==> src/rtl/i2c_pkg.sv <==
// Shared definitions for the I2C target: FSM state encoding, ACK/NACK line
// levels and the position of the R/W bit inside the address byte.
package i2c_pkg;

    typedef enum logic [2:0] {
        ST_IDLE,
        ST_ADDR,
        ST_ADDR_ACK,
        ST_WRITE,
        ST_WRITE_ACK,
        ST_READ,
        ST_READ_ACK,
        ST_IGNORE
    } state_t;

    localparam logic ACK    = 1'b0;
    localparam logic NACK   = 1'b1;
    localparam int   RW_BIT = 0;

endpackage

==> src/rtl/i2c_line_sync.sv <==
// Two-flop synchronizer for one open-drain bus line, with rise/fall strobes
// derived from the synchronized level against its one-cycle-delayed copy.
module i2c_line_sync
    import i2c_pkg::*;
(
    input  logic clk,
    input  logic rst,
    input  logic line_i,
    output logic level_o,
    output logic rise_o,
    output logic fall_o
);

    logic [1:0] sync_q, sync_d;
    logic       prev_q, prev_d;

    always_comb begin
        sync_d = {sync_q[0], line_i};
        prev_d = sync_q[1];
    end

    // Lines idle high through their pull-ups, so reset to 1 to avoid a false edge.
    always_ff @(posedge clk) begin
        if (rst) begin
            sync_q <= 2'b11;
            prev_q <= 1'b1;
        end else begin
            sync_q <= sync_d;
            prev_q <= prev_d;
        end
    end

    assign level_o = sync_q[1];
    assign rise_o  = sync_q[1] & ~prev_q;
    assign fall_o  = ~sync_q[1] & prev_q;

endmodule

==> src/rtl/i2c_slave.sv <==
// I2C target endpoint: START/STOP detection, 7-bit address match, byte receive
// and transmit, with SDA updates delayed SDA_HOLD clocks after each SCL fall.
module i2c_slave
    import i2c_pkg::*;
#(
    parameter int SDA_HOLD = 4
) (
    input  logic       clk,
    input  logic       rst,
    input  logic [6:0] addr,
    output logic       busy,
    output logic       addressed,
    output logic       read_nwrite,
    output logic [7:0] data_o,
    output logic       data_valid,
    output logic       data_request,
    input  logic [7:0] data_i,
    input  logic       SCL_i,
    input  logic       SDA_i,
    output logic       SDA_o,
    output logic       SDA_t
);

    localparam int HOLD_W = (SDA_HOLD > 1) ? $clog2(SDA_HOLD) : 1;

    logic scl_lvl, scl_rise, scl_fall;
    logic sda_lvl, sda_rise, sda_fall;
    logic start_det, stop_det;

    i2c_line_sync u_scl_sync (
        .clk     (clk),
        .rst     (rst),
        .line_i  (SCL_i),
        .level_o (scl_lvl),
        .rise_o  (scl_rise),
        .fall_o  (scl_fall)
    );

    i2c_line_sync u_sda_sync (
        .clk     (clk),
        .rst     (rst),
        .line_i  (SDA_i),
        .level_o (sda_lvl),
        .rise_o  (sda_rise),
        .fall_o  (sda_fall)
    );

    assign start_det = scl_lvl & sda_fall;
    assign stop_det  = scl_lvl & sda_rise;

    state_t              state_q, state_d;
    logic [2:0]          bit_cnt_q, bit_cnt_d;
    logic [7:0]          shift_q, shift_d;
    logic [7:0]          tx_q, tx_d;
    logic [7:0]          data_o_q, data_o_d;
    logic                busy_q, busy_d;
    logic                addressed_q, addressed_d;
    logic                rnw_q, rnw_d;
    logic                data_valid_q, data_valid_d;
    logic                data_request_q, data_request_d;
    logic                ack_rise_q, ack_rise_d;
    logic                sda_t_q, sda_t_d;
    logic                pend_q, pend_d;
    logic                pend_val_q, pend_val_d;
    logic [HOLD_W-1:0]   hold_cnt_q, hold_cnt_d;
    logic [7:0]          rx_byte;
    logic                sched, sched_val;

    // ack_rise_q separates the SCL fall that starts an ACK slot from the one that ends it.
    always_comb begin
        state_d        = state_q;
        bit_cnt_d      = bit_cnt_q;
        shift_d        = shift_q;
        tx_d           = tx_q;
        data_o_d       = data_o_q;
        busy_d         = busy_q;
        addressed_d    = addressed_q;
        rnw_d          = rnw_q;
        data_valid_d   = 1'b0;
        data_request_d = 1'b0;
        ack_rise_d     = ack_rise_q;
        sda_t_d        = sda_t_q;
        pend_d         = pend_q;
        pend_val_d     = pend_val_q;
        hold_cnt_d     = hold_cnt_q;
        rx_byte        = {shift_q[6:0], sda_lvl};
        sched          = 1'b0;
        sched_val      = NACK;

        if (pend_q) begin
            if (hold_cnt_q == '0) begin
                sda_t_d = pend_val_q;
                pend_d  = 1'b0;
            end else begin
                hold_cnt_d = hold_cnt_q - 1'b1;
            end
        end

        if (start_det) begin
            state_d     = ST_ADDR;
            bit_cnt_d   = '0;
            busy_d      = 1'b1;
            addressed_d = 1'b0;
            pend_d      = 1'b0;
            sda_t_d     = 1'b1;
        end else if (stop_det) begin
            state_d     = ST_IDLE;
            bit_cnt_d   = '0;
            busy_d      = 1'b0;
            addressed_d = 1'b0;
            pend_d      = 1'b0;
            sda_t_d     = 1'b1;
        end else begin
            case (state_q)
                ST_ADDR: begin
                    if (scl_rise) begin
                        shift_d   = rx_byte;
                        bit_cnt_d = bit_cnt_q + 3'd1;
                        if (bit_cnt_q == 3'd7) begin
                            if (rx_byte[7:1] == addr) begin
                                state_d     = ST_ADDR_ACK;
                                addressed_d = 1'b1;
                                rnw_d       = rx_byte[RW_BIT];
                                ack_rise_d  = 1'b0;
                            end else begin
                                state_d = ST_IGNORE;
                            end
                        end
                    end
                end
                ST_ADDR_ACK: begin
                    if (scl_rise) begin
                        ack_rise_d     = 1'b1;
                        data_request_d = rnw_q;
                    end
                    if (scl_fall) begin
                        sched = 1'b1;
                        if (!ack_rise_q) begin
                            sched_val = ACK;
                        end else if (rnw_q) begin
                            state_d   = ST_READ;
                            bit_cnt_d = '0;
                            tx_d      = data_i;
                            sched_val = data_i[7];
                        end else begin
                            state_d   = ST_WRITE;
                            bit_cnt_d = '0;
                        end
                    end
                end
                ST_WRITE: begin
                    if (scl_rise) begin
                        shift_d   = rx_byte;
                        bit_cnt_d = bit_cnt_q + 3'd1;
                        if (bit_cnt_q == 3'd7) begin
                            data_o_d     = rx_byte;
                            data_valid_d = 1'b1;
                            state_d      = ST_WRITE_ACK;
                            ack_rise_d   = 1'b0;
                        end
                    end
                end
                ST_WRITE_ACK: begin
                    if (scl_rise) begin
                        ack_rise_d = 1'b1;
                    end
                    if (scl_fall) begin
                        sched = 1'b1;
                        if (!ack_rise_q) begin
                            sched_val = ACK;
                        end else begin
                            state_d   = ST_WRITE;
                            bit_cnt_d = '0;
                        end
                    end
                end
                ST_READ: begin
                    if (scl_fall) begin
                        sched     = 1'b1;
                        bit_cnt_d = bit_cnt_q + 3'd1;
                        if (bit_cnt_q == 3'd7) begin
                            state_d = ST_READ_ACK;
                        end else begin
                            tx_d      = {tx_q[6:0], 1'b0};
                            sched_val = tx_q[6];
                        end
                    end
                end
                ST_READ_ACK: begin
                    if (scl_rise) begin
                        if (sda_lvl == NACK) begin
                            state_d = ST_IGNORE;
                        end else begin
                            data_request_d = 1'b1;
                        end
                    end
                    if (scl_fall) begin
                        state_d   = ST_READ;
                        bit_cnt_d = '0;
                        tx_d      = data_i;
                        sched     = 1'b1;
                        sched_val = data_i[7];
                    end
                end
                default: ;
            endcase
        end

        if (sched) begin
            pend_d     = 1'b1;
            pend_val_d = sched_val;
            hold_cnt_d = HOLD_W'(SDA_HOLD - 1);
        end
    end

    always_ff @(posedge clk) begin
        if (rst) begin
            state_q        <= ST_IDLE;
            bit_cnt_q      <= '0;
            shift_q        <= '0;
            tx_q           <= '0;
            data_o_q       <= '0;
            busy_q         <= 1'b0;
            addressed_q    <= 1'b0;
            rnw_q          <= 1'b0;
            data_valid_q   <= 1'b0;
            data_request_q <= 1'b0;
            ack_rise_q     <= 1'b0;
            sda_t_q        <= 1'b1;
            pend_q         <= 1'b0;
            pend_val_q     <= 1'b1;
            hold_cnt_q     <= '0;
        end else begin
            state_q        <= state_d;
            bit_cnt_q      <= bit_cnt_d;
            shift_q        <= shift_d;
            tx_q           <= tx_d;
            data_o_q       <= data_o_d;
            busy_q         <= busy_d;
            addressed_q    <= addressed_d;
            rnw_q          <= rnw_d;
            data_valid_q   <= data_valid_d;
            data_request_q <= data_request_d;
            ack_rise_q     <= ack_rise_d;
            sda_t_q        <= sda_t_d;
            pend_q         <= pend_d;
            pend_val_q     <= pend_val_d;
            hold_cnt_q     <= hold_cnt_d;
        end
    end

    assign busy         = busy_q;
    assign addressed    = addressed_q;
    assign read_nwrite  = rnw_q;
    assign data_o       = data_o_q;
    assign data_valid   = data_valid_q;
    assign data_request = data_request_q;
    assign SDA_o        = 1'b0;
    assign SDA_t        = sda_t_q;

endmodule

==> config.mk <==
export PLATFORM = sky130hd
export DESIGN_NAME = i2c_slave
export DESIGN_NICKNAME = d
export VERILOG_FILES = /design/src/rtl/i2c_pkg.sv /design/src/rtl/i2c_line_sync.sv /design/src/rtl/i2c_slave.sv
export SDC_FILE = /design/constraint.sdc
export NUM_CORES = 1
export LEC_CHECK = 0
export BUFFER_PORTS_ARGS = -buffer_cell sky130_fd_sc_hd__buf_2
export CAP_MARGIN = 20
export CORE_UTILIZATION = 60
export CTS_BUF_LIST = sky130_fd_sc_hd__clkbuf_8
export DETAILED_ROUTE_END_ITERATION = 8
export PLACE_DENSITY = 0.83
export SETUP_SLACK_MARGIN = 0.5
export SLEW_MARGIN = 20
export SYNTH_ARGS = -nofsm -noshare
export SYNTH_HDL_FRONTEND = slang
export SYNTH_SLANG_ARGS = --single-unit
==> constraint.sdc <==
create_clock -name clk -period 4.6 [get_ports clk]
set_clock_uncertainty 0.1 [all_clocks]
set_input_delay 0.46 -clock clk [delete_from_list [all_inputs] [get_ports clk]]
set_output_delay 0.46 -clock clk [all_outputs]
set_load 0.02 [all_outputs]
==> results.py <==
metrics = {
    "outcome": {
        "status": "finished clean",
    },
    "timing": {
        "finalSetupTns_ns": 0,
        "drv_slew": 0,
        "period_share": 0.472,
        "tightest_slew_ns": 0.824,
        "fin_crit_ns": 2.17,
        "fmax_ghz": 0.461,
        "grt_setup_unrepaired": "no",
        "setup_violations": 0,
        "relSlewSlack": 0.450,
        "hold_viol_final": 0,
    },
    "clocking": {
        "post_cts_buffers": 0,
        "clockBufferDepth": 2,
        "clock_latency_ns": 0.29,
        "ctsHoldBuffers": 0,
        "clock_sinks": 45,
        "path_clk_slew_ns": 0.08,
        "cts_tree": "yes",
        "htreeDepth": 2,
        "clockRootBuffer": "clkbuf_8",
        "postCtsResizedCells": 0,
        "numCtsBuffers": 5,
    },
    "finish": {
        "seqCellArea_um2": 901,
        "fillers": 287,
        "utilization": 0.692,
        "multi_input_area_mm2": 0.00130,
        "num-nets-final": 286,
        "diodes": 0,
        "area_growth_pct": 9.33,
        "drive_gt1_frac": 0.266,
    },
    "detailed_routing": {
        "dr.pass1.iters": 4,
        "wl_per_cell_um": 13.8,
        "ant_nets": 0,
        "drt_wl_total_um": 4290,
        "remaining_drc_errors": 0,
        "num_vias": 1766,
        "viasPerCell": 5.68,
        "drtIter0Drc": 91,
    },
    "power": {
        "power.internal_w": 0.000550,
        "powerDensity_mw_per_mm2": 279,
        "vdd_ir_drop_max_uv": 215,
        "switching_share": 0.226,
        "p_leak_nw": 1.08,
        "p_switching_w": 0.000161,
        "combPwrFrac": 0.071,
        "power.share.sequential": 0.561,
        "power_frac_clock": 0.368,
    },
    "placement": {
        "dp_hpwl_um": 2980,
        "routabilityCongestion": 0.828,
        "io_buffers": 32,
    },
    "hold_path": {
        "hold_depth": 2,
        "hp-start": "SDA_i",
        "whs_endpoint": "u_sda_sync.sync_q[0]$_SDFF_PP1_",
        "hp-class": "in2reg",
    },
    "floorplanning": {
        "die_h_um": 64.4,
        "fp.dieW_um": 64.4,
        "start_util": 0.633,
        "rows": 22,
        "top_level_ports": 34,
        "die_area_mm2": 0.00414,
        "fp.coreArea_mm2": 0.00369,
    },
    "critical_path": {
        "critPathMaxStageDelay_ns": 0.41,
        "critPathLaunchType": "flop",
        "worst_ep_arrival_time_ns": 2.23,
        "crit_required_ns": 4.66,
        "crit_top_cell": "inv_1",
        "r2r_slack_ns": 2.43,
        "crit_fanout": 8,
        "crit_chain": "inv_1 > ha_1 > inv_1 > a32oi_1 > o211ai_2 > a221oi_2 > a311oi_1",
        "cpMaxStageDelayCell": "dfxtp_1",
        "reg2regPathDepth": 7,
        "r2r-end": "state_q[0]$_SDFFE_PP0P_",
        "rr_startpoint": "u_scl_sync.sync_q[1]$_SDFF_PP1_",
        "critPathKind": "reg2reg",
        "crit_path_end_kind": "flop",
    },
    "grt": {
        "antenna_found_initial": 0,
        "grt_pass1_vias": 1740,
        "grt_pass1_wl_um": 7420,
        "grt_max_degree": 35,
        "track_usage": 0.226,
        "gr-total-overflow": 0,
    },
    "logic_synthesis": {
        "postSynthAreaPerCell_um2": 9.85,
        "synth.net_count": 261,
        "synthCells": 237,
        "async_flop_share": 0,
        "synth_cell_types": 61,
        "netlist_area_mm2": 0.00233,
        "synth_edf_count": 0,
        "synthFlopType": "dfxtp_1",
        "synth_seq_cells": 45,
        "yosysSeqAreaShare": 0.386,
        "ys.warnings.count": 0,
    },
    "run": {
        "maxCapViolCount": 0,
    },
}
Yosys cell counts, drive strengths merged (2+ instances only):
cell type	n	share of area
dfxtp	45	0.39
nor2	34	0.055
mux2i	25	0.11
a21oi	13	0.034
nand2	13	0.024
buf	9	0.036
or2	8	0.021
xor2	8	0.033
inv	7	0.011
o21ai	7	0.015
mux2	6	0.039
nand2b	6	0.019
clkbuf	5	0.0086
ha	5	0.027
nand3	5	0.016
a21boi	4	0.014
nor2b	3	0.0080
a31oi	2	0.0054
a32oi	2	0.0075
and2	2	0.0054
nand4	2	0.0080
nor4	2	0.012
o211ai	2	0.0086
o311ai	2	0.0075
o32ai	2	0.019
state kept, by name (all words and copies together), names as in the netlist, 2 cells and up:
signal	count
u_sda_sync.sync_q	2
shift_q	7
tx_q	7
data_o	8
state_q	3
hold_cnt_q	2
bit_cnt_q	3
u_scl_sync.sync_q	2
layer usage:
metal  global-route usage  part of all wire
met2                0.386              0.48
met3               0.0464             0.042
met4                0.100             0.013
met1                0.271              0.46
met5                    0                 0
metrics by stage:
step / total power [W] / hold WS, ns / cell area [µm²] / setup WS, ns / cells
2_1_floorplan: 0.000445 / 0.289 / 2330 / 2.75 / 237
3_3_place_gp: 0.000457 / 0.292 / 2450 / 2.50 / 303
3_5_place_dp: 0.000458 / 0.312 / 2450 / 2.46 / 303
4_1_cts: 0.000718 / 0.249 / 2550 / 2.45 / 311
5_1_grt: 0.000740 / 0.248 / 2550 / 2.26 / 311
6_report: 0.000711 / 0.253 / 2550 / 2.43 / 311
critical path: cells and delay by family, from the launching register on:
family | cells | cell delay [ns]
compound gates | 4 | 0.84
flops | 1 | 0.41
fa+ha+maj | 1 | 0.39
buf+inv | 2 | 0.30
cell type report:
type | count | share of cell area
inverters | 7 | 0.0103
flip-flops and latches | 45 | 0.353
repair buffers | 32 | 0.0628
clock buffers | 7 | 0.0378
clock inverters | 1 | 0.00196
multi-input cells | 171 | 0.511
well taps | 48 | 0.0235
worst max path at each step:
| stage | slack, ns | cells after the start | start | endpoint |
|---|---|---|---|---|
| after global placement | 2.50 | 5 | state_q[1]$_SDFFE_PP0P_ | tx_q[3]$_SDFFE_PP0P_ |
| final | 2.43 | 7 | u_scl_sync.sync_q[1]$_SDFF_PP1_ | state_q[0]$_SDFFE_PP0P_ |
| after floorplan | 2.75 | 8 | u_scl_sync.sync_q[1]$_SDFF_PP1_ | state_q[0]$_SDFFE_PP0P_ |
| after CTS | 2.45 | 5 | state_q[2]$_SDFFE_PP0P_ | tx_q[1]$_SDFFE_PP0P_ |
| after global routing | 2.26 | 5 | state_q[2]$_SDFFE_PP0P_ | state_q[0]$_SDFFE_PP0P_ |
| after detailed placement | 2.46 | 5 | state_q[2]$_SDFFE_PP0P_ | tx_q[1]$_SDFFE_PP0P_ |
placed cells by master (no fill, tap or decap), drive strengths merged, types with 2 or more instances in the layout:
cell and count:
dfxtp 45, nor2 34, buf 32, mux2i 25
nand2 13, a21oi 13, xor2 8, or2 8
inv 7, clkbuf 7, o21ai 7, mux2 6
nand2b 6, ha 5, nand3 5, a21boi 4
nor2b 3, and2 2, a32oi 2, a31oi 2
o32ai 2, o211ai 2, o311ai 2, nand4 2
nor4 2
kinds of logic after synthesis:
logic type               share of synthesized area
AO/OA/AOI/OAI                                0.158
XOR/XNOR                                    0.0370
adder cells (fa/ha/maj)                     0.0268
buffers and inverters                       0.0558
flip-flops                                   0.386
multiplexers                                 0.146
other                                      0.00161
AND/OR/NAND/NOR                              0.189
power groups by stage:
stage	clock, W	combinational [W]	sequential, W
finish	0.000262	0.0000509	0.000399
global route	0.000285	0.0000554	0.000400
global placement	0	0.0000493	0.000408
floorplan	0	0.0000402	0.000405
detailed placement	0	0.0000503	0.000408
CTS	0.000268	0.0000507	0.000399
Power figures use the tool's default switching activity.
